### src/rtl/data_cache_pkg.sv
// Shared widths, FSM state encoding and a word-select helper for the data cache.
package data_cache_pkg;

  localparam int WORD_WIDTH     = 32;
  localparam int MEM_DATA_WIDTH = 128;
  localparam int CACHE_LINES    = 4;
  localparam int WORDS_PER_LINE = MEM_DATA_WIDTH / WORD_WIDTH;

  typedef enum logic [1:0] {
    CACHE_IDLE = 2'd0,
    CACHE_WB   = 2'd1,
    CACHE_FILL = 2'd2
  } cache_state_e;

  // Word w of a line lives at [127-32w -: 32]: lowest address in the MSBs.
  function automatic logic [WORD_WIDTH-1:0] get_word(input logic [MEM_DATA_WIDTH-1:0] line,
                                                     input logic [1:0] off);
    logic [WORD_WIDTH-1:0] w;
    case (off)
      2'd0:    w = line[127:96];
      2'd1:    w = line[95:64];
      2'd2:    w = line[63:32];
      default: w = line[31:0];
    endcase
    return w;
  endfunction

endpackage

### src/rtl/data_cache_if.sv
// CPU-side and memory-side signals of the data cache.
// Handshake: the CPU presents cpu_req with a stable address/data; the access
// completes on the first rising edge where cpu_stall is low. Memory requests
// (mem_req) are held stable for a fixed number of cycles and need no ready.
interface data_cache_if;
  import data_cache_pkg::*;

  logic                      cpu_req;
  logic                      cpu_we;
  logic [31:0]               cpu_addr;
  logic [WORD_WIDTH-1:0]     cpu_wdata;
  logic [WORD_WIDTH-1:0]     cpu_rdata;
  logic                      cpu_stall;
  logic                      mem_req;
  logic                      mem_we;
  logic [31:0]               mem_addr;
  logic [MEM_DATA_WIDTH-1:0] mem_wdata;
  logic [MEM_DATA_WIDTH-1:0] mem_rdata;

  // Environment side: CPU driver plus main memory.
  modport master (
    output cpu_req, cpu_we, cpu_addr, cpu_wdata, mem_rdata,
    input  cpu_rdata, cpu_stall, mem_req, mem_we, mem_addr, mem_wdata
  );

  // Cache side.
  modport slave (
    input  cpu_req, cpu_we, cpu_addr, cpu_wdata, mem_rdata,
    output cpu_rdata, cpu_stall, mem_req, mem_we, mem_addr, mem_wdata
  );
endinterface

### src/rtl/data_cache_storage.sv
// Valid/dirty/tag/data arrays with a combinational read port, a word write
// port (marks the line dirty), a line write port (installs a clean line)
// and a synchronous clear of all valid and dirty bits.
module data_cache_storage
  import data_cache_pkg::*;
#(
  parameter int NUM_LINES = 4,
  parameter int IDX_W     = 2,
  parameter int TAG_W     = 26
) (
  input  logic                      clk_i,
  input  logic                      clear_i,
  input  logic [IDX_W-1:0]          rd_idx_i,
  output logic                      rd_valid_o,
  output logic                      rd_dirty_o,
  output logic [TAG_W-1:0]          rd_tag_o,
  output logic [MEM_DATA_WIDTH-1:0] rd_line_o,
  input  logic                      ww_en_i,
  input  logic [IDX_W-1:0]          ww_idx_i,
  input  logic [1:0]                ww_off_i,
  input  logic [WORD_WIDTH-1:0]     ww_data_i,
  input  logic                      lw_en_i,
  input  logic [IDX_W-1:0]          lw_idx_i,
  input  logic [TAG_W-1:0]          lw_tag_i,
  input  logic [MEM_DATA_WIDTH-1:0] lw_line_i
);

  logic [NUM_LINES-1:0]      valid_q;
  logic [NUM_LINES-1:0]      dirty_q;
  logic [TAG_W-1:0]          tag_q  [NUM_LINES];
  logic [MEM_DATA_WIDTH-1:0] data_q [NUM_LINES];

  assign rd_valid_o = valid_q[rd_idx_i];
  assign rd_dirty_o = dirty_q[rd_idx_i];
  assign rd_tag_o   = tag_q[rd_idx_i];
  assign rd_line_o  = data_q[rd_idx_i];

  // Status bits: cleared on reset, set by line install / word store.
  always_ff @(posedge clk_i) begin
    if (clear_i) begin
      valid_q <= '0;
      dirty_q <= '0;
    end else begin
      if (lw_en_i) begin
        valid_q[lw_idx_i] <= 1'b1;
        dirty_q[lw_idx_i] <= 1'b0;
      end
      if (ww_en_i) begin
        dirty_q[ww_idx_i] <= 1'b1;
      end
    end
  end

  // Tag and data payload: not reset, only meaningful under a valid bit.
  always_ff @(posedge clk_i) begin
    if (lw_en_i) begin
      tag_q[lw_idx_i]  <= lw_tag_i;
      data_q[lw_idx_i] <= lw_line_i;
    end
    if (ww_en_i) begin
      for (int w = 0; w < WORDS_PER_LINE; w++) begin
        if (ww_off_i == 2'(w)) begin
          data_q[ww_idx_i][MEM_DATA_WIDTH-1-WORD_WIDTH*w -: WORD_WIDTH] <= ww_data_i;
        end
      end
    end
  end

endmodule

### src/rtl/data_cache.sv
// Direct-mapped write-back, write-allocate data cache. Hits complete in the
// access cycle; misses run a timed write-back and/or fill with main memory.
module data_cache
  import data_cache_pkg::*;
#(
  parameter int NUM_LINES   = CACHE_LINES,
  parameter int MEM_LATENCY = 5
) (
  input  logic         clk,
  input  logic         reset,
  data_cache_if.slave  bus,
  output cache_state_e state_o
);

  localparam int IDX_W = $clog2(NUM_LINES);
  localparam int TAG_W = 32 - 4 - IDX_W;
  localparam int CW    = (MEM_LATENCY > 1) ? $clog2(MEM_LATENCY) : 1;

  cache_state_e              state_q, state_d;
  logic [CW-1:0]             cnt_q, cnt_d;
  logic [TAG_W-1:0]          lat_tag_q, lat_tag_d;
  logic [IDX_W-1:0]          lat_idx_q, lat_idx_d;
  logic                      mem_req_q, mem_req_d;
  logic                      mem_we_q, mem_we_d;
  logic [31:0]               mem_addr_q, mem_addr_d;
  logic [MEM_DATA_WIDTH-1:0] mem_wdata_q, mem_wdata_d;

  logic [TAG_W-1:0]          addr_tag;
  logic [IDX_W-1:0]          addr_idx;
  logic [1:0]                addr_off;
  logic                      rd_valid, rd_dirty;
  logic [TAG_W-1:0]          rd_tag;
  logic [MEM_DATA_WIDTH-1:0] rd_line;
  logic                      hit, miss;
  logic                      ww_en, lw_en;
  logic                      unused_addr_bits;

  assign addr_off         = bus.cpu_addr[3:2];
  assign addr_idx         = bus.cpu_addr[4 +: IDX_W];
  assign addr_tag         = bus.cpu_addr[31 -: TAG_W];
  assign unused_addr_bits = ^bus.cpu_addr[1:0];

  data_cache_storage #(
    .NUM_LINES (NUM_LINES),
    .IDX_W     (IDX_W),
    .TAG_W     (TAG_W)
  ) u_storage (
    .clk_i      (clk),
    .clear_i    (reset),
    .rd_idx_i   (addr_idx),
    .rd_valid_o (rd_valid),
    .rd_dirty_o (rd_dirty),
    .rd_tag_o   (rd_tag),
    .rd_line_o  (rd_line),
    .ww_en_i    (ww_en),
    .ww_idx_i   (addr_idx),
    .ww_off_i   (addr_off),
    .ww_data_i  (bus.cpu_wdata),
    .lw_en_i    (lw_en),
    .lw_idx_i   (lat_idx_q),
    .lw_tag_i   (lat_tag_q),
    .lw_line_i  (bus.mem_rdata)
  );

  // Hit/miss only resolve in IDLE; reset masks them so outputs read as idle.
  assign hit  = !reset && bus.cpu_req && (state_q == CACHE_IDLE) && rd_valid && (rd_tag == addr_tag);
  assign miss = !reset && bus.cpu_req && (state_q == CACHE_IDLE) && !hit;

  assign bus.cpu_stall = !reset && ((state_q != CACHE_IDLE) || miss);
  assign bus.cpu_rdata = (hit && !bus.cpu_we) ? get_word(rd_line, addr_off) : '0;
  assign bus.mem_req   = mem_req_q;
  assign bus.mem_we    = mem_we_q;
  assign bus.mem_addr  = mem_addr_q;
  assign bus.mem_wdata = mem_wdata_q;
  assign state_o       = state_q;

  // State, latency counter, latched miss address and registered memory request.
  always_ff @(posedge clk) begin
    if (reset) begin
      state_q     <= CACHE_IDLE;
      cnt_q       <= '0;
      lat_tag_q   <= '0;
      lat_idx_q   <= '0;
      mem_req_q   <= 1'b0;
      mem_we_q    <= 1'b0;
      mem_addr_q  <= '0;
      mem_wdata_q <= '0;
    end else begin
      state_q     <= state_d;
      cnt_q       <= cnt_d;
      lat_tag_q   <= lat_tag_d;
      lat_idx_q   <= lat_idx_d;
      mem_req_q   <= mem_req_d;
      mem_we_q    <= mem_we_d;
      mem_addr_q  <= mem_addr_d;
      mem_wdata_q <= mem_wdata_d;
    end
  end

  // Next-state logic: miss detection, timed write-back, timed fill.
  always_comb begin
    state_d     = state_q;
    cnt_d       = cnt_q;
    lat_tag_d   = lat_tag_q;
    lat_idx_d   = lat_idx_q;
    mem_req_d   = mem_req_q;
    mem_we_d    = mem_we_q;
    mem_addr_d  = mem_addr_q;
    mem_wdata_d = mem_wdata_q;
    ww_en       = 1'b0;
    lw_en       = 1'b0;
    case (state_q)
      CACHE_IDLE: begin
        if (hit && bus.cpu_we) begin
          ww_en = 1'b1;
        end
        if (miss) begin
          lat_tag_d = addr_tag;
          lat_idx_d = addr_idx;
          cnt_d     = CW'(MEM_LATENCY - 1);
          mem_req_d = 1'b1;
          if (rd_valid && rd_dirty) begin
            state_d     = CACHE_WB;
            mem_we_d    = 1'b1;
            mem_addr_d  = {rd_tag, addr_idx, 4'b0};
            mem_wdata_d = rd_line;
          end else begin
            state_d     = CACHE_FILL;
            mem_we_d    = 1'b0;
            mem_addr_d  = {addr_tag, addr_idx, 4'b0};
            mem_wdata_d = '0;
          end
        end
      end
      CACHE_WB: begin
        if (cnt_q == '0) begin
          state_d     = CACHE_FILL;
          cnt_d       = CW'(MEM_LATENCY - 1);
          mem_we_d    = 1'b0;
          mem_addr_d  = {lat_tag_q, lat_idx_q, 4'b0};
          mem_wdata_d = '0;
        end else begin
          cnt_d = cnt_q - 1'b1;
        end
      end
      CACHE_FILL: begin
        if (cnt_q == '0) begin
          lw_en      = !reset;
          state_d    = CACHE_IDLE;
          mem_req_d  = 1'b0;
          mem_addr_d = '0;
        end else begin
          cnt_d = cnt_q - 1'b1;
        end
      end
      default: begin
        state_d = CACHE_IDLE;
      end
    endcase
  end

endmodule

### src/flat_wrapper.sv
// flat-port wrapper written by rule: the top's interface ports become plain ports
module data_cache_flat import data_cache_pkg::*;
#(
  parameter int NUM_LINES   = CACHE_LINES,
  parameter int MEM_LATENCY = 5
)
  (clk, reset, state_o, bus_cpu_req, bus_cpu_we, bus_cpu_addr, bus_cpu_wdata, bus_mem_rdata, bus_cpu_rdata, bus_cpu_stall, bus_mem_req, bus_mem_we, bus_mem_addr, bus_mem_wdata);
  data_cache_if bus_i ();
  input  logic clk;
  input  logic reset;
  output cache_state_e state_o;
  input wire logic [$bits(bus_i.cpu_req)-1:0] bus_cpu_req;
  input wire logic [$bits(bus_i.cpu_we)-1:0] bus_cpu_we;
  input wire logic [$bits(bus_i.cpu_addr)-1:0] bus_cpu_addr;
  input wire logic [$bits(bus_i.cpu_wdata)-1:0] bus_cpu_wdata;
  input wire logic [$bits(bus_i.mem_rdata)-1:0] bus_mem_rdata;
  output wire logic [$bits(bus_i.cpu_rdata)-1:0] bus_cpu_rdata;
  output wire logic [$bits(bus_i.cpu_stall)-1:0] bus_cpu_stall;
  output wire logic [$bits(bus_i.mem_req)-1:0] bus_mem_req;
  output wire logic [$bits(bus_i.mem_we)-1:0] bus_mem_we;
  output wire logic [$bits(bus_i.mem_addr)-1:0] bus_mem_addr;
  output wire logic [$bits(bus_i.mem_wdata)-1:0] bus_mem_wdata;
  assign bus_i.cpu_req = bus_cpu_req;
  assign bus_i.cpu_we = bus_cpu_we;
  assign bus_i.cpu_addr = bus_cpu_addr;
  assign bus_i.cpu_wdata = bus_cpu_wdata;
  assign bus_i.mem_rdata = bus_mem_rdata;
  assign bus_cpu_rdata = bus_i.cpu_rdata;
  assign bus_cpu_stall = bus_i.cpu_stall;
  assign bus_mem_req = bus_i.mem_req;
  assign bus_mem_we = bus_i.mem_we;
  assign bus_mem_addr = bus_i.mem_addr;
  assign bus_mem_wdata = bus_i.mem_wdata;
  data_cache #(.NUM_LINES(NUM_LINES), .MEM_LATENCY(MEM_LATENCY)) u_core (.clk(clk), .reset(reset), .bus(bus_i), .state_o(state_o));
endmodule
### config.mk
export PLATFORM = sky130hd
export DESIGN_NAME = data_cache_flat
export DESIGN_NICKNAME = d
export VERILOG_FILES = /design/src/rtl/data_cache_pkg.sv /design/src/rtl/data_cache_if.sv /design/src/rtl/data_cache_storage.sv /design/src/rtl/data_cache.sv /design/src/flat_wrapper.sv
export SDC_FILE = /design/constraint.sdc
export NUM_CORES = 1
export LEC_CHECK = 0
export ABC_AREA = 0
export BUFFER_PORTS_ARGS = -buffer_cell sky130_fd_sc_hd__buf_2
export CAP_MARGIN = 20
export CORE_MARGIN = 2
export CORE_UTILIZATION = 55
export DETAILED_ROUTE_END_ITERATION = 12
export PLACE_DENSITY_LB_ADDON = 0.2
export SYNTH_ARGS = -nofsm -noshare
export SYNTH_HDL_FRONTEND = slang
export SYNTH_SLANG_ARGS = --single-unit
### constraint.sdc
create_clock -name clk -period 5.6 [get_ports clk]
set_clock_uncertainty 0.15 [all_clocks]
set_input_delay 0.56 -clock clk [delete_from_list [all_inputs] [get_ports clk]]
set_output_delay 0.56 -clock clk [all_outputs]
set_load 0.02 [all_outputs]
; Word level (Yosys, flattened, before mapping)
; Memories as Yosys holds them, arrays and structs flattened.
; Index checks and enable logic that the tools add are counted.
[op_classes]
n_mux = 58
addsub = 1
n_eq_ne = 10
n_bitwise = 4
reduce_logical = 29
magnitude_cmp = 4
[ops]
columns = cell, count
row1 = $mux 128, 4
row2 = $pmux 128 s2, 1
row3 = $pmux 32 s3, 2
row4 = $mux 32, 5
row5 = $reduce_or 128->1, 1
row6 = $eq 26x26->1, 1
row7 = $mux 1, 26
row8 = $mux 4, 4
row9 = $reduce_and 3->1, 4
row10 = $logic_and 1x1->1, 11
row11 = $mux 2, 5
row12 = $mux 3, 3
row13 = $pmux 3 s3, 1
row14 = $or 4x4->4, 2
row15 = $eq 2x2->1 const B, 3
row16 = $lt 2x3->1 const B, 2
row17 = $ne 2x1->1 const B, 3
row18 = $pmux 2 s3, 1
row19 = $reduce_bool 2->1, 3
row20 = $and 4x4->4, 1
row21 = $bmux 1 s2, 2
row22 = $demux 1 s2, 2
row23 = $eq 2x1->1 const B, 2
row24 = $ge 2x1->1 const B, 2
row25 = 11 further kinds, 15
[word_totals]
n_memories = 2
register_bits = 203
ram_bits = 616
wordCells = 118
inputBits = 196
output_inout_bits = 197
[memory_table]
columns = memory, depth, width, read_ports, rd_clocked_by_memory_dff, write_ports, line
row1 = u_core.u_storage.data_q, 4, 128, 1, 0, 1, data_cache_storage.sv:31  ; logic [MEM_DATA_WIDTH-1:0] data_q [NUM_LINES];
row2 = u_core.u_storage.tag_q, 4, 26, 1, 0, 1, data_cache_storage.sv:30  ; logic [TAG_W-1:0] tag_q [NUM_LINES];

; Logic depth before layout (Yosys ltp)
[logic_depth]
ltp_word = 12
depth_mapped = 14
ltp_nobuf = 9

; Modules after synthesis
; Synthesis repeated with hierarchy kept, for this count alone.
[unflattened]
hier_cells = 2543
hier_area_um2 = 39103.8
[modules_own_cells]
columns = module, area_per_inst_um2, cells_per_inst, n_inst, seq_area_each_um2
row1 = data_cache_storage, 28855.2, 1480, 1, 18657.9
row2 = data_cache, 10248.6, 1063, 1, 3823.7

; Least setup slack after synthesis
; No wires, ideal clock.
[synth_path]
path_kind = input port to flip-flop
startpoint = input port bus_cpu_addr[4]
endpoint = memory u_core.u_storage.data_q[1][100] (enable)
cell_stages = 12
arrival_ps = 4186
setup_time_ps = 421
t_required_ps = 5029
setup_slack_ps = 843
path_cell_list = buf_4 > buf_6 > mux4_2 > xnor2_2 > nand4_1 > nor4_4 > and3_1 > buf_4 > and2_1 > buf_2 > a31oi_1 > nor2_1
[synth_between]
elab_chain_len = 11
[synth_lines]
columns = item, line
row1 = from (decl), flat_wrapper.sv:14  ; input wire logic [$bits(bus_i.cpu_addr)-1:0] bus_cpu_addr;
row2 = "parallel branches: the longest is 11 deep, another holds $mem_v2 4x26", -
row3 = to (decl), data_cache_storage.sv:31
; Several ways; the timed one is not identified. The select of a mux whose other input is x is not followed.

; Final worst setup path
[layout_path]
startpoint = input port bus_cpu_addr[4]
endpoint = output port bus_cpu_rdata[2]
[layout_between]
elab_chain_len = 6
[layout_lines]
columns = item, line
row1 = "parallel branches: the longest is 5 deep, another holds $mem_v2 4x26", -
row2 = $mux 32 (*), data_cache.sv:70  ; assign bus.cpu_rdata = (hit && !bus.cpu_we) ? get_word(rd_line, addr_off) : '0;
row3 = to (decl), flat_wrapper.sv:17  ; output wire logic [$bits(bus_i.cpu_rdata)-1:0] bus_cpu_rdata;
; Mark *: on every way between the ends. The select of a mux whose other input is x is not followed.

==> flow_summary.ini <==
[status]
status = finished clean

[run]
max_cap_viol_count = 0

[final_layout]
final_core_utilization_pct = 65.1
layout_common_cells = 616 x edfxtp_1, 384 x buf_2, 329 x nand2_1, 199 x dfxtp_1, 180 x mux4_2
fin_area_um2 = 38200
drive_above_1_share_pct = 31.5
final_common_cell = edfxtp_1
layout.nets = 2639
final_cells = 3280
syn_to_final_growth_pct = 17.6

[timing]
fmax_ghz = 0.207
setup_tns_ns = 0
finalCritPeriodShare_pct = 86.2
drv_slew = 0
fin_crit_ns = 4.83
rsz0062_at_grt = no
slew_headroom_pct = 32.3
finalSetupViolCount = 0
hold_violations = 0
fin_ws_ns = 0.770
worst_pin_slew_ns = 1.01

[detailed_routing]
drc_errors = 0
wire_per_inst_um = 26.0
postRouteWirelength_mm = 85.2
dr.pass1.iters = 5
vias_per_cell = 6.11
ant_nets = 0
drtIter0Drc = 1771
num_vias = 20100

[worst_setup_path]
critPathLaunchType = input pin
path_cells = buf_8 -> mux4_2 -> xnor2_1 -> nand4_1 -> or4_1 -> or4_2 -> buf_12 -> nor2b_1 -> buf_2
cp_slowest_cell = or4_2
crit_buf_inv = 3
criticalPathCategory = input pin to output port
worstPathRequired_ns = 4.89
critPathLaunch = bus_cpu_addr[4]
reg2reg_slack_ns = 1.28
critical_path.max_stage_delay_ns = 1.00
reg2reg_to = u_core.u_storage.data_q[0][12]
r2r_start = u_core.state_o[0]
critPathCapture = bus_cpu_rdata[2]
critical_path.top_delay_family = simple AND/OR/NAND/NOR gates
path_depth = 9
reg2regPathDepth = 9
cp_max_fo = 40
cp.arrival_ns = 4.12
end_kind = output port

[power]
ir_drop_mv = 0.245
comb_power_share_pct = 8.9
power_density_nw_per_um2 = 353
netSwitchingFraction_pct = 22.7
p_leak_uw = 0.0146
p_switching_uw = 3060
internal-power_uw = 10400
p_clk_share_pct = 40.7
seqPwrFrac_pct = 50.4

[logic_synthesis]
avgSynthCellArea_um2 = 15.9
ys.flop_type = edfxtp_1
async_flop_share_pct = 0
synth_area_leaders = edfxtp_1 57%, mux4_2 12%, dfxtp_1 12%
yosys_register_bits = 815
synth_top_area_share_pct = 56.9
netlist.top_cell.by_area = edfxtp_1
netlist_area_um2 = 32500
synth_warnings = 0
synth_edf_count = 616
ys_seq_area_share_pct = 69.2
synthCells = 2039
synth_cell_type_count = 63

[place]
dp_cells = 3128
hpwl_mm = 54.0
pre_cts_slack_ns = 0.539
dpl_cell_area_um2 = 35500
port_buffers = 386
place_congestion = 0.858

[floorplanning]
fp.dieH_um = 247
io_pins = 393
rows = 89
initial_core_util_pct = 55.4
fp.dieW_um = 247
core_area_um2 = 58700
die_area_um2 = 61000

[clock_network]
clk_latency_ns = 0.62
ctsHtreeMaxLevel = 3
cts_resized = 0
cts_setup_buffers = 0
ctsHoldBuffers = 0
root_buffer = clkbuf_16
clock_tree.buffer_depth = 3
clock-sinks = 815
tritoncts = yes
clk_pin_slew_ns = 0.06
cts_buffers = 79

[global_route]
antenna_found_initial = 8
grt_pass1_wl_mm = 124
grt_max_degree = 88
grt_overflow_total = 0
grt_pass1_vias = 19600
grt_usage_pct = 28.0

[hold_path]
min_path_type = input pin to flop
## worst min-delay path: stages
cell	delay [ns]
buf_2	0.11
nand3_1	0.06
nand2_1	0.06
## flip-flops by register name, summed over array words and instances (netlist names)
signal,cells
u_core.bus.mem_addr,28
u_core.bus.mem_req,1
u_core.bus.mem_wdata,128
u_core.bus.mem_we,1
u_core.cnt_q,3
u_core.lat_idx_q,2
u_core.lat_tag_q,26
u_core.state_o,2
u_core.u_storage.data_q,512
u_core.u_storage.dirty_q,4
u_core.u_storage.tag_q,104
u_core.u_storage.valid_q,4
## power by group through the flow
stage	sequential (uW)	clock, uW	combinational, uW
after floorplan	6960	0	714
after global placement	6900	0	1180
after detailed placement	6920	0	1200
after CTS	6790	5550	1210
after global routing	6810	5780	1290
final	6790	5490	1200
## routing by layer
layer / global-route usage [%] / wire length (um) / up-vias
li1: - / - / 8689
met1: 38.1 / 33100 / 10200
met2: 45.6 / 42000 / 1007
met3: 5.97 / 7780 / 148
met4: 8.72 / 2260 / 8
met5: 0 / 37 / -
## kinds of logic (layout without fill, tap and decap cells)
kind of cell | count (synthesis) | after routing | synth area share [%]
DFF | 815 | 815 | 69.2
and+or+nand+nor | 578 | 578 | 7.79
AOI/OAI and AO/OA | 245 | 245 | 5.83
muxes | 223 | 223 | 13.8
buffers and inverters | 148 | 610 | 2.41
xor gates and xnor gates | 23 | 23 | 0.712
adders and majority gates | 6 | 6 | 0.231
other | 1 | 7 | 0.0115
## worst min-delay path by stage
stage | startpoint | to | slack [ns] | cells after the start
6_report | bus_cpu_addr[31] | u_core.lat_tag_q[25] | 0.05 | 3
5_1_grt | bus_cpu_addr[16] | u_core.lat_tag_q[10] | 0.05 | 3
3_3_place_gp | u_core.bus.mem_we | u_core.bus.mem_we | 0.29 | 1
3_5_place_dp | u_core.bus.mem_wdata[18] | u_core.bus.mem_wdata[18] | 0.31 | 1
4_1_cts | bus_cpu_addr[31] | u_core.lat_tag_q[25] | 0.02 | 3
2_1_floorplan | u_core.cnt_q[0] | u_core.cnt_q[0] | 0.30 | 1
## final cells by class
cell class                 instances  area, um^2
sequential                       815       22500
fill                            4107       20500
multi-input combinational       1079        9390
timing repair buffer             448        2600
clock buffer                     119        2380
tap                              773         967
clock inverter                    29         334
inverter                          14        52.6
antenna                            3        7.51
## cells in the mapped netlist (2+ instances only)
cell type and number:
and2_1 7, nor2_1 92, a21oi_1 45, xnor2_2 4, mux2_2 4, inv_1 13
mux2i_1 36, or2_2 2, a31oi_1 5, xnor2_1 15, nor4_2 2, buf_8 11
nand2_1 329, a22o_1 128, o21a_1 3, mux2_1 3, nor2b_1 38, nand2b_1 4
buf_4 10, a2111oi_0 2, o32ai_1 3, nand4b_1 2, buf_1 19, buf_2 24
o21ai_0 9, nand4_1 10, nor3_1 6, dfxtp_1 199, o22ai_1 3, clkbuf_1 65
mux4_2 180, buf_6 5, a211oi_1 35, nand3_1 65, or3_1 8, xor2_1 4
edfxtp_1 616, or4_1 3, ha_1 6
## through the flow
| stage | hold slack [ns] | power [uW] |
|---|---|---|
| after global placement | 0.285 | 8090 |
| final | 0.0490 | 13500 |
| after detailed placement | 0.310 | 8120 |
| after global routing | 0.0518 | 13900 |
| after CTS | 0.0153 | 13500 |
| after floorplan | 0.303 | 7680 |
(Power assumes the default switching activity.)
